===== src/rtl/high_bit_search_pkg.sv =====
// Shared constants and elaboration helpers for the high-bit search pipeline.
// Provides mode encodings plus clog2 / next-pow2 / index-width derivation.
package high_bit_search_pkg;

   localparam logic MODE_HIGH = 1'b0;
   localparam logic MODE_LOW  = 1'b1;

   function automatic int hbs_clog2(input int n);
      int r;
      r = 0;
      for (int i = 0; i < 31; i++) begin
         if ((1 << i) < n) r = i + 1;
      end
      return r;
   endfunction

   function automatic int hbs_pow2(input int n);
      return 1 << hbs_clog2(n);
   endfunction

   function automatic int hbs_idx_w(input int n);
      return (hbs_clog2(n) < 1) ? 1 : hbs_clog2(n);
   endfunction

endpackage


===== src/rtl/hbs_merge_node.sv =====
// Combinational merge of two sibling search-tree nodes at tree level LVL.
// Ports: i_mode, hi/lo child (found, idx) in; merged (found, idx) out.
module hbs_merge_node
   import high_bit_search_pkg::*;
#(
   parameter int IDX_W = 6,
   parameter int LVL   = 1
) (
   input  logic             i_mode,
   input  logic             i_hi_f,
   input  logic [IDX_W-1:0] i_hi_idx,
   input  logic             i_lo_f,
   input  logic [IDX_W-1:0] i_lo_idx,
   output logic             o_f,
   output logic [IDX_W-1:0] o_idx
);

   logic w_take_hi;

   always_comb begin
      w_take_hi = i_hi_f;
      case (i_mode)
         MODE_HIGH: w_take_hi = i_hi_f;
         MODE_LOW:  w_take_hi = i_hi_f & ~i_lo_f;
         default:   w_take_hi = i_hi_f;
      endcase
   end

   // Child indices only use bits below LVL-1 and are zero when the
   // child found nothing, so an empty subtree always yields idx 0.
   always_comb begin
      o_f            = i_hi_f | i_lo_f;
      o_idx          = w_take_hi ? i_hi_idx : i_lo_idx;
      o_idx[LVL-1]   = w_take_hi;
   end

endmodule


===== src/rtl/high_bit_search_pipe.sv =====
// Pipelined highest/lowest set-bit finder with valid/ready on both sides.
// Ports: clk, rst_n, in_valid/in_ready/input_data/in_mode, out_valid/out_ready/out_idx/out_found.
module high_bit_search_pipe
   import high_bit_search_pkg::*;
#(
   parameter int INPUT_WIDTH      = 64,
   parameter int LEVELS_PER_STAGE = 2,
   parameter int IDX_W            = hbs_idx_w(INPUT_WIDTH)
) (
   input  logic                   clk,
   input  logic                   rst_n,
   input  logic                   in_valid,
   output logic                   in_ready,
   input  logic [INPUT_WIDTH-1:0] input_data,
   input  logic                   in_mode,
   output logic                   out_valid,
   input  logic                   out_ready,
   output logic [IDX_W-1:0]       out_idx,
   output logic                   out_found
);

   localparam int P     = hbs_pow2(INPUT_WIDTH);
   localparam int LOG_P = hbs_clog2(P);
   localparam int S     = (LOG_P + LEVELS_PER_STAGE - 1) / LEVELS_PER_STAGE;

   logic [S:0]             w_stv;
   logic [S:0]             w_ld;
   logic [P-1:0]           w_pad;
   logic [INPUT_WIDTH-1:0] r_data;
   logic                   r_mode;
   logic                   r_v;
   logic                   w_unused;

   // A stage may load when empty or when its successor loads this cycle,
   // so a full pipe still advances while the consumer drains.
   always_comb begin
      logic l;
      w_ld    = '0;
      l       = ~w_stv[S] | out_ready;
      w_ld[S] = l;
      for (int k = S - 1; k >= 0; k--) begin
         l       = ~w_stv[k] | l;
         w_ld[k] = l;
      end
   end

   assign in_ready = w_ld[0];
   assign w_stv[0] = r_v;

   always_ff @(posedge clk or negedge rst_n) begin
      if (!rst_n) begin
         r_v    <= 1'b0;
         r_data <= '0;
         r_mode <= 1'b0;
      end else if (w_ld[0]) begin
         r_v <= in_valid;
         if (in_valid) begin
            r_data <= input_data;
            r_mode <= in_mode;
         end
      end
   end

   always_comb begin
      w_pad                  = '0;
      w_pad[INPUT_WIDTH-1:0] = r_data;
   end

   for (genvar l = 0; l <= LOG_P; l++) begin : g_lvl
      localparam int N = P >> l;
      logic [N-1:0]     w_f;
      logic [IDX_W-1:0] w_i [N];
      logic             w_m;
      logic             w_v;

      if (l == 0) begin : g_leaf
         assign w_f = w_pad;
         assign w_m = r_mode;
         assign w_v = r_v;
         always_comb begin
            for (int n = 0; n < N; n++) w_i[n] = '0;
         end
      end else begin : g_node
         logic [N-1:0]     w_cf;
         logic [IDX_W-1:0] w_ci [N];

         for (genvar n = 0; n < N; n++) begin : g_n
            hbs_merge_node #(
               .IDX_W (IDX_W),
               .LVL   (l)
            ) u_node (
               .i_mode   (g_lvl[l-1].w_m),
               .i_hi_f   (g_lvl[l-1].w_f[2*n+1]),
               .i_hi_idx (g_lvl[l-1].w_i[2*n+1]),
               .i_lo_f   (g_lvl[l-1].w_f[2*n]),
               .i_lo_idx (g_lvl[l-1].w_i[2*n]),
               .o_f      (w_cf[n]),
               .o_idx    (w_ci[n])
            );
         end

         if ((l % LEVELS_PER_STAGE == 0) || (l == LOG_P)) begin : g_reg
            localparam int K = (l + LEVELS_PER_STAGE - 1) / LEVELS_PER_STAGE;
            logic [N-1:0]     r_f;
            logic [IDX_W-1:0] r_i [N];
            logic             r_m;
            logic             r_sv;

            always_ff @(posedge clk or negedge rst_n) begin
               if (!rst_n) begin
                  r_sv <= 1'b0;
                  r_m  <= 1'b0;
                  r_f  <= '0;
                  for (int n = 0; n < N; n++) r_i[n] <= '0;
               end else if (w_ld[K]) begin
                  r_sv <= g_lvl[l-1].w_v;
                  // Payload only moves with a real beat so a drained
                  // output keeps its last value.
                  if (g_lvl[l-1].w_v) begin
                     r_f <= w_cf;
                     r_i <= w_ci;
                     r_m <= g_lvl[l-1].w_m;
                  end
               end
            end

            assign w_stv[K] = r_sv;
            assign w_f      = r_f;
            assign w_i      = r_i;
            assign w_m      = r_m;
            assign w_v      = r_sv;
         end else begin : g_comb
            assign w_f = w_cf;
            assign w_i = w_ci;
            assign w_m = g_lvl[l-1].w_m;
            assign w_v = g_lvl[l-1].w_v;
         end
      end
   end

   assign out_valid = g_lvl[LOG_P].w_v;
   assign out_found = g_lvl[LOG_P].w_f[0];
   assign out_idx   = g_lvl[LOG_P].w_i[0];
   assign w_unused  = g_lvl[LOG_P].w_m;

endmodule

===== config.mk =====
export PLATFORM = sky130hd
export DESIGN_NAME = high_bit_search_pipe
export DESIGN_NICKNAME = d
export VERILOG_FILES = /design/src/rtl/high_bit_search_pkg.sv /design/src/rtl/hbs_merge_node.sv /design/src/rtl/high_bit_search_pipe.sv
export SDC_FILE = /design/constraint.sdc
export NUM_CORES = 1
export LEC_CHECK = 0
export ABC_CLOCK_PERIOD_IN_PS = 5000
export CAP_MARGIN = 30
export CORE_ASPECT_RATIO = 0.8
export CORE_UTILIZATION = 46
export CTS_CLUSTER_SIZE = 28
export DETAILED_ROUTE_END_ITERATION = 12
export GPL_TIMING_DRIVEN = 1
export PLACE_DENSITY = 0.68
export RECOVER_POWER = 100
export SYNTH_ARGS = -nofsm -noshare
export SYNTH_HDL_FRONTEND = slang
export SYNTH_SLANG_ARGS = --single-unit

===== constraint.sdc =====
create_clock -name clk -period 5 [get_ports clk]
set_clock_uncertainty 0.15 [all_clocks]
set_input_delay 0.5 -clock clk [delete_from_list [all_inputs] [get_ports clk]]
set_output_delay 0.5 -clock clk [all_outputs]
set_load 0.1 [all_outputs]

After elaboration in Yosys (flattened, before gate mapping)
Index checks and enable logic that the tools add are counted.

Flip-flop bits (word level): 146. Bits of input ports: 69. Output and inout bits: 9.

Mux-type cells: 94. Bitwise logic cells: 200. Reduce and logical (&&, ||, !) cells: 4.

Operator list (count): $pmux 1 s2 (63); $not 1->1 (70); $or 1x1->1 (67); $and 1x1->1 (63); $mux 1 (16); $mux 2 (8); $mux 3 (4); $mux 4 (2); $reduce_and 2->1 (4); $mux 5 (1).

Longest topological paths before layout
Gate-level depths: netlist of run 1.

Depth in word-level cells: 6. Gate-level depth with buffers: 6.

Cells and area by module
A second synthesis of run 1 with hierarchy kept.

Cells, all modules: 972. Area, all modules: 13904.6 µm².

By module, submodules not included: high_bit_search_pipe (instances 1, cells an instance 468, area each 8308.0 µm², sequential area each 5455.2 µm²); hbs_merge_node (instances 63, cells an instance 8, area each 88.8 µm², sequential area each 0.0 µm²).

Worst setup path before layout of run 1
No wires, ideal clock.

Path type: register to register. Start: register g_lvl[6].g_node.g_reg.r_sv (netlist: out_valid). End: register r_data[10] (netlist: g_lvl[0].w_f[10]). Setup time: 127 ps. Data arrival time: 2331 ps. Path slack: 2391 ps. Stages on the path, launching flop included: 7. Buffers on the path: 2. Clock period less this slack: 2609 ps. Path through: dfrtp_1 > nand4b_1 > or2_4 > nand2_2 > buf_6 > buf_8 > mux2_1.

Longest elaborated chain between the ends: 6.

RTL lines: from (decl) (RTL line high_bit_search_pipe.sv:107) `logic r_sv;`; from (signal assigned) (RTL line high_bit_search_pipe.sv:116) `r_sv <= g_lvl[l-1].w_v;`; $not 1->1 (RTL line high_bit_search_pipe.sv:39) `l = ~w_stv[S] | out_ready;`; $or 1x1->1 (RTL line high_bit_search_pipe.sv:39); $or 1x1->1 (3 in series) (RTL line high_bit_search_pipe.sv:42) `l = ~w_stv[k] | l;`; named net in_ready (RTL line high_bit_search_pipe.sv:13) `output logic in_ready,`; $reduce_and 2->1 (no line); to (signal assigned) (RTL line high_bit_search_pipe.sv:58) `r_data <= input_data;`; to (decl) (RTL line high_bit_search_pipe.sv:29) `logic [INPUT_WIDTH-1:0] r_data;`.

The timed path passes the listed nets, and every way through them passes these cells. A chain may end at the register's enable or synchronous reset.

Final worst setup path of run 1
Start: input port out_ready. End: register r_data[59] (netlist: g_lvl[0].w_f[59]).

Longest elaborated chain between the ends: 5.

RTL lines: from (decl) (RTL line high_bit_search_pipe.sv:17) `input logic out_ready,`; $or 1x1->1 (RTL line high_bit_search_pipe.sv:39); $or 1x1->1 (3 in series) (RTL line high_bit_search_pipe.sv:42); $reduce_and 2->1 (no line).

No other way between the ends.

==> flow_summary.ini, run 1 <==
[worst_setup_path]
cp_cell_sequence = dlygate4sd3_1 > nand4b_1 > or2_0 > nand2_1 > buf_16 > clkbuf_1 > mux2_2
crit_path_max_fanout = 24
worstPathArrival_ns = 3.95
cp_data_required_time_ns = 5.15
worstSetupEndpointType = register
critPathMaxStageDelay_ns = 0.91
ff2ff_setup_slack_ns = 1.48
setup.worst_path.start_class = input port
slowest_stage = sky130_fd_sc_hd__clkbuf_1
worstSetupPathType = in -> reg

[floorplan]
design.die.area_um2 = 15000
core_region_area_um2 = 14200
dieWidth_um = 137
ios = 78
num_rows = 39
floorplan.initialDensity_pct = 46.9
chipHeight_um = 110

[global_route]
wire_length_of_the_first_global_routing_pass_um = 23200
grtUsageTotal_pct = 20.4
grt_start_max_net_pins = 98
first_global_vias = 4706
grt.overflow.total = 0
antenna_found_initial = 0

[pwr]
pwr-share-clk_pct = 32.7
seq_power_share_pct = 42.8
share_comb_of_total_power_pct = 24.6
vdd_drop_max_v = 0.000392
sw_frac_of_total_pct = 33.0
power.net_switching_uw = 1340
pd_cells_nw_per_um2 = 499
power_uw = 4070
leakage_uw = 0.00346
internal_power_uw = 2730

[sta]
timing.final.hold_violations = 0
tcrit_tclk_final_pct = 75.9
final-max-slew-violation-count = 156
timing_worst_slew_pin_value_ns = 2.41
finalSetupTns_ns = 0
setup_viol = 0
timing.max_slew.rel_slack_pct = -60.5
fmax_mhz = 263
layout_min_cycle_time_ns = 3.80
hold_slack_ns = 0.321
rsz_0062_raised_after_global_routing = false

[yosys]
synthDistinctLibCells = 34
postSynthRegisterBits = 146
yosys.area.top_type = sky130_fd_sc_hd__dfrtp_1
netlist_instances = 636
cell_area_after_synthesis_um2 = 6680
postSynthAreaPerCell_um2 = 10.5
synthesis.yosys.warnings = 0
syn_nets = 705
top_cells_by_area_synth = sky130_fd_sc_hd__dfrtp_1 (55%), sky130_fd_sc_hd__mux2_1 (8.4%), sky130_fd_sc_hd__o21ai_0 (7.9%), sky130_fd_sc_hd__nand2_1 (4.9%), sky130_fd_sc_hd__a21oi_1 (3.7%)
seq_area_frac_synth_pct = 54.7
yosys.area.top_type_share_pct = 54.7

[placement]
post-place-cells = 869
place.gp.congestion = 0.830
place_area_um2 = 7560
port_buffers = 77
detailedPlacementHpwl_um = 9520

[route]
detail_route.wl_per_cell_um = 15.6
drt_iter0_drc = 330
via_per_inst = 5.47
final_antenna_net_count = 0
wl_um = 14000
first_pass_iters = 4
vias = 4920
post-route-drc-count = 0

[clocking]
clock-sinks = 146
worstSkewPairLatency_ns = 0.42
cts_htree_levels = 4
clkTransAtPathRegs_ns = 0.06
cts_resized = 0
total_clock_buffers_created_by_cts = 17
post_cts.repair.setup_buffers = 0
clock_tree.buffer_depth = 2
cts.hold.buffers_added = 0
cts_tree = built
clock_tree.root_cell = sky130_fd_sc_hd__clkbuf_16

[layout]
finalInstanceArea_um2 = 8160
layout-drive-gt1-share_pct = 8.10
layout.cells.non_filler = 900
final_nets = 774
synthToLayoutAreaGrowth_pct = 22.1
antenna_cells = 0

[worst_hold_path]
min-delay-path-class = reg -> reg

[run_status]
status = finished with violations
violations = max-capacitance violations, max-slew violations

[run]
maxcap_viol_count = 2
[sequential cells by signal, indices dropped and copies added (netlist names)]
register                 count
g_lvl.g_node.g_reg.r_sv      2
out_valid                    1
g_lvl.g_node.g_reg.r_i      48
g_lvl.w_v                    1
g_lvl.g_node.g_reg.r_m       2
g_lvl.w_f                   64
g_lvl.w_m                    1
out_idx                      6
out_found                    1
g_lvl.g_node.g_reg.r_f      20
[cells by family (layout without fill, tap and decap cells)]
| group | after synthesis | after routing | synth area share, % |
|---|---|---|---|
| compound gates | 207 | 207 | 17.3 |
| buf+inv | 58 | 138 | 4.36 |
| flops | 146 | 146 | 54.7 |
| mux | 80 | 80 | 13.2 |
| simple gates | 145 | 145 | 10.5 |
[final timing paths]
check                                      startpoint                      endpoint  cells after the start
setup / recovery                            out_ready              g_lvl[0].w_f[59]                      7
max in group asynchronous                       rst_n  g_lvl[2].g_node.g_reg.r_f[2]                      2
hold reg to reg                            out_idx[5]                    out_idx[5]                      2
setup reg to reg           g_lvl[4].g_node.g_reg.r_sv              g_lvl[0].w_f[59]                      6
min in group asynchronous                       rst_n              g_lvl[0].w_f[42]                      1
hold / removal                             out_idx[5]                    out_idx[5]                      2
[layout make-up]
type	instances	area [um2]
sequential	146	3650
tap	184	230
inverter	25	93.8
clock buffer	19	453
multi-input combinational	432	2730
timing repair buffer	83	833
fill	1180	6090
clock inverter	11	161
[cells in the final DEF, fill, tap and decap left out, drive strengths merged, types with 6 or more instances in the layout]
| cell | n |
|---|---|
| dfrtp | 146 |
| o21ai | 105 |
| nand2 | 88 |
| clkdlybuf4s50 | 66 |
| mux2 | 65 |
| a21oi | 49 |
| o22ai | 32 |
| inv | 25 |
| clkbuf | 23 |
| nor4 | 21 |
| nand2b | 16 |
| mux2i | 15 |
| dlygate4sd3 | 10 |
| or3b | 8 |
| a221o | 8 |
| clkinv | 6 |
[power groups by stage]
| stage | Clock, uW | Sequential, uW | Combinational (uW) |
|---|---|---|---|
| 2_1_floorplan | 0 | 1820 | 621 |
| 3_3_place_gp | 0 | 1730 | 965 |
| 3_5_place_dp | 0 | 1760 | 1020 |
| 4_1_cts | 1350 | 1740 | 1020 |
| 5_1_grt | 1400 | 1790 | 1110 |
| 6_report | 1330 | 1740 | 1000 |
[cell usage after synthesis, drive strengths merged]
cell / n
nand3b: 1
dfrtp: 146
o2111ai: 1
nand4b: 1
nor2: 5
mux2i: 15
o21ai: 105
clkbuf: 20
a22oi: 1
o22ai: 32
nor2b: 1
buf: 13
nor4: 21
or3b: 8
a31oi: 1
inv: 25
a22o: 1
mux2: 65
a221o: 8
a21oi: 49
nand3: 2
a21boi: 5
or2: 2
nand2: 88
o32ai: 1
o221ai: 3
nand2b: 16
[worst max-delay path, delay by kind of cell]
family	cells	cell delay, ns
AND/OR/NAND/NOR	3	1.28
multiplexers	1	0.43
buffers and inverters	3	1.72
[stage by stage]
stage	util, %	setup WS, ns
after floorplan	-	2.39
after global placement	52.7	1.72
after detailed placement	53.1	1.62
after CTS	57.4	1.89
after global routing	57.3	0.940
final	57.3	1.20
[metal layers]
metal  track usage, %  part of all wire, %
met1             28.2                   49
met2             31.3                   47
met3             4.70                  3.7
met4             7.38                 0.99
met5                0                    0
Power figures use the tool's default switching activity.
==> run 2, diff against run 1 <==
Settings changed: ABC_CLOCK_PERIOD_IN_PS 5000 to 3800.
Clock period 5 ns to 3.8 ns, I/O delays scaled along.
==> flow_summary.ini, run 2 (same netlist as run 1, synthesis figures left out) <==
[worst_setup_path]
cp_capture_point = g_lvl[0].w_f[63]
timing.critical_path.from = out_ready
worstPathArrival_ns = 2.98
crit-reg2reg-capture = g_lvl[0].w_f[63]
cp_data_required_time_ns = 3.96
reg2reg_from = g_lvl[4].g_node.g_reg.r_sv
setup.worst_path.start_class = input port
worstSetupPathType = in -> reg
ff2ff_setup_slack_ns = 1.12
worstSetupEndpointType = register
crit_path_max_fanout = 25
worst_r2r_path_depth = 5

[placement]
detailedPlacementHpwl_um = 9890
place_area_um2 = 7570
place.gp.congestion = 0.815
port_buffers = 77

[clocking]
total_clock_buffers_created_by_cts = 17
cts.hold.buffers_added = 1
cts_tree = built
post_cts.repair.setup_buffers = 0
cts_htree_levels = 4
worstSkewPairLatency_ns = 0.43
clock_tree.buffer_depth = 2
clock-sinks = 146
clkTransAtPathRegs_ns = 0.06
clock_tree.root_cell = sky130_fd_sc_hd__clkbuf_16
cts_resized = 0

[run]
maxcap_viol_count = 1

[pwr]
share_comb_of_total_power_pct = 24.6
pwr-share-clk_pct = 32.5
power.net_switching_uw = 1800
pd_cells_nw_per_um2 = 655
leakage_uw = 0.00345
seq_power_share_pct = 42.9
sw_frac_of_total_pct = 33.8
vdd_drop_max_v = 0.000563
internal_power_uw = 3540

[layout]
number_of_flip_flops_under_the_largest_register_name = 64
final_cell_mix = sky130_fd_sc_hd__dfrtp_1 (146), sky130_fd_sc_hd__o21ai_0 (105), sky130_fd_sc_hd__nand2_1 (88)
most_frequent_standard_cell_in_the_layout_excluding_fill_and_tap_cells = sky130_fd_sc_hd__dfrtp_1
final_nets = 777
synthToLayoutAreaGrowth_pct = 22.2
antenna_cells = 0
finalInstanceArea_um2 = 8160
layout-drive-gt1-share_pct = 8.74

[run_status]
violations = max-capacitance violations, max-slew violations
status = finished with violations

[global_route]
grtUsageTotal_pct = 20.5
grt_start_max_net_pins = 90
grt.overflow.total = 0
wire_length_of_the_first_global_routing_pass_um = 23400
first_global_vias = 4868
antenna_found_initial = 0

[floorplan]
ios = 78
design.die.area_um2 = 15000
dieWidth_um = 137
core_region_area_um2 = 14200
num_rows = 39
chipHeight_um = 110
floorplan.initialDensity_pct = 46.9

[route]
detail_route.wl_per_cell_um = 15.6
drt_iter0_drc = 347
first_pass_iters = 5
wl_um = 14100
vias = 4939
final_antenna_net_count = 0
post-route-drc-count = 0
via_per_inst = 5.46

[worst_hold_path]
timing.hold.worst_path_depth = 2
min-delay-path-class = reg -> reg

[sta]
setup_viol = 0
tcrit_tclk_final_pct = 74.1
timing_worst_slew_pin_value_ns = 2.15
layout_min_cycle_time_ns = 2.82
final-max-slew-violation-count = 90
fmax_mhz = 355
rsz_0062_raised_after_global_routing = false
timing.max_slew.rel_slack_pct = -43.5
timing.final.hold_violations = 0
finalSetupTns_ns = 0
run 2: how the worst min path moves through the flow:
stage	from	endpoint	slack (ns)
5_1_grt	g_lvl[4].g_node.g_reg.r_i[8]	g_lvl[4].g_node.g_reg.r_i[8]	0.36
6_report	g_lvl[0].w_v	g_lvl[2].g_node.g_reg.r_sv	0.32
3_5_place_dp	out_idx[5]	out_idx[5]	0.32
4_1_cts	out_idx[5]	out_idx[5]	0.33
3_3_place_gp	out_idx[5]	out_idx[5]	0.31
2_1_floorplan	rst_n	g_lvl[0].w_f[0]	-0.07
run 2: power groups by stage:
stage | combinational, uW | sequential (uW) | clock, uW
floorplan | 817 | 2400 | 0
global placement | 1280 | 2280 | 0
detailed placement | 1350 | 2310 | 0
CTS | 1350 | 2290 | 1770
global route | 1460 | 2350 | 1850
finish | 1320 | 2290 | 1740
run 2: metal layers:
layer  global-route usage [%]  share of wire, %  vias up
li1                         -                 -     2446
met1                     27.3                47     2367
met2                     32.1                47      108
met3                     5.49               4.4       18
met4                     7.86               1.5        0
met5                        0                 0        -
run 2: area by class of cell:
| type | instances | area (um2) |
|---|---|---|
| inverter | 25 | 93.8 |
| timing repair buffer | 86 | 827 |
| clock buffer | 19 | 453 |
| multi-input combinational | 432 | 2730 |
| fill | 1168 | 6080 |
| sequential | 146 | 3650 |
| clock inverter | 13 | 174 |
| tap | 184 | 230 |
run 2: through the flow:
step | hold WS, ns | setup WS (ns) | cells | power, uW | util, %
after detailed placement | 0.318 | 0.948 | 872 | 3660 | 53.2
final | 0.318 | 0.983 | 905 | 5350 | 57.3
after global routing | 0.358 | 0.661 | 905 | 5650 | 57.3
after floorplan | -0.0656 | 1.19 | 636 | 3220 | -
after global placement | 0.309 | 0.998 | 870 | 3560 | 52.9
after CTS | 0.332 | 1.28 | 905 | 5410 | 57.6
run 2: critical path, cell delays in order:
cell,delay (ns)
sky130_fd_sc_hd__dlygate4sd3_1,0.56
sky130_fd_sc_hd__nand4b_1,0.23
sky130_fd_sc_hd__or2_0,0.28
sky130_fd_sc_hd__nand2_1,0.68
sky130_fd_sc_hd__buf_4,0.45
sky130_fd_sc_hd__mux2_2,0.38
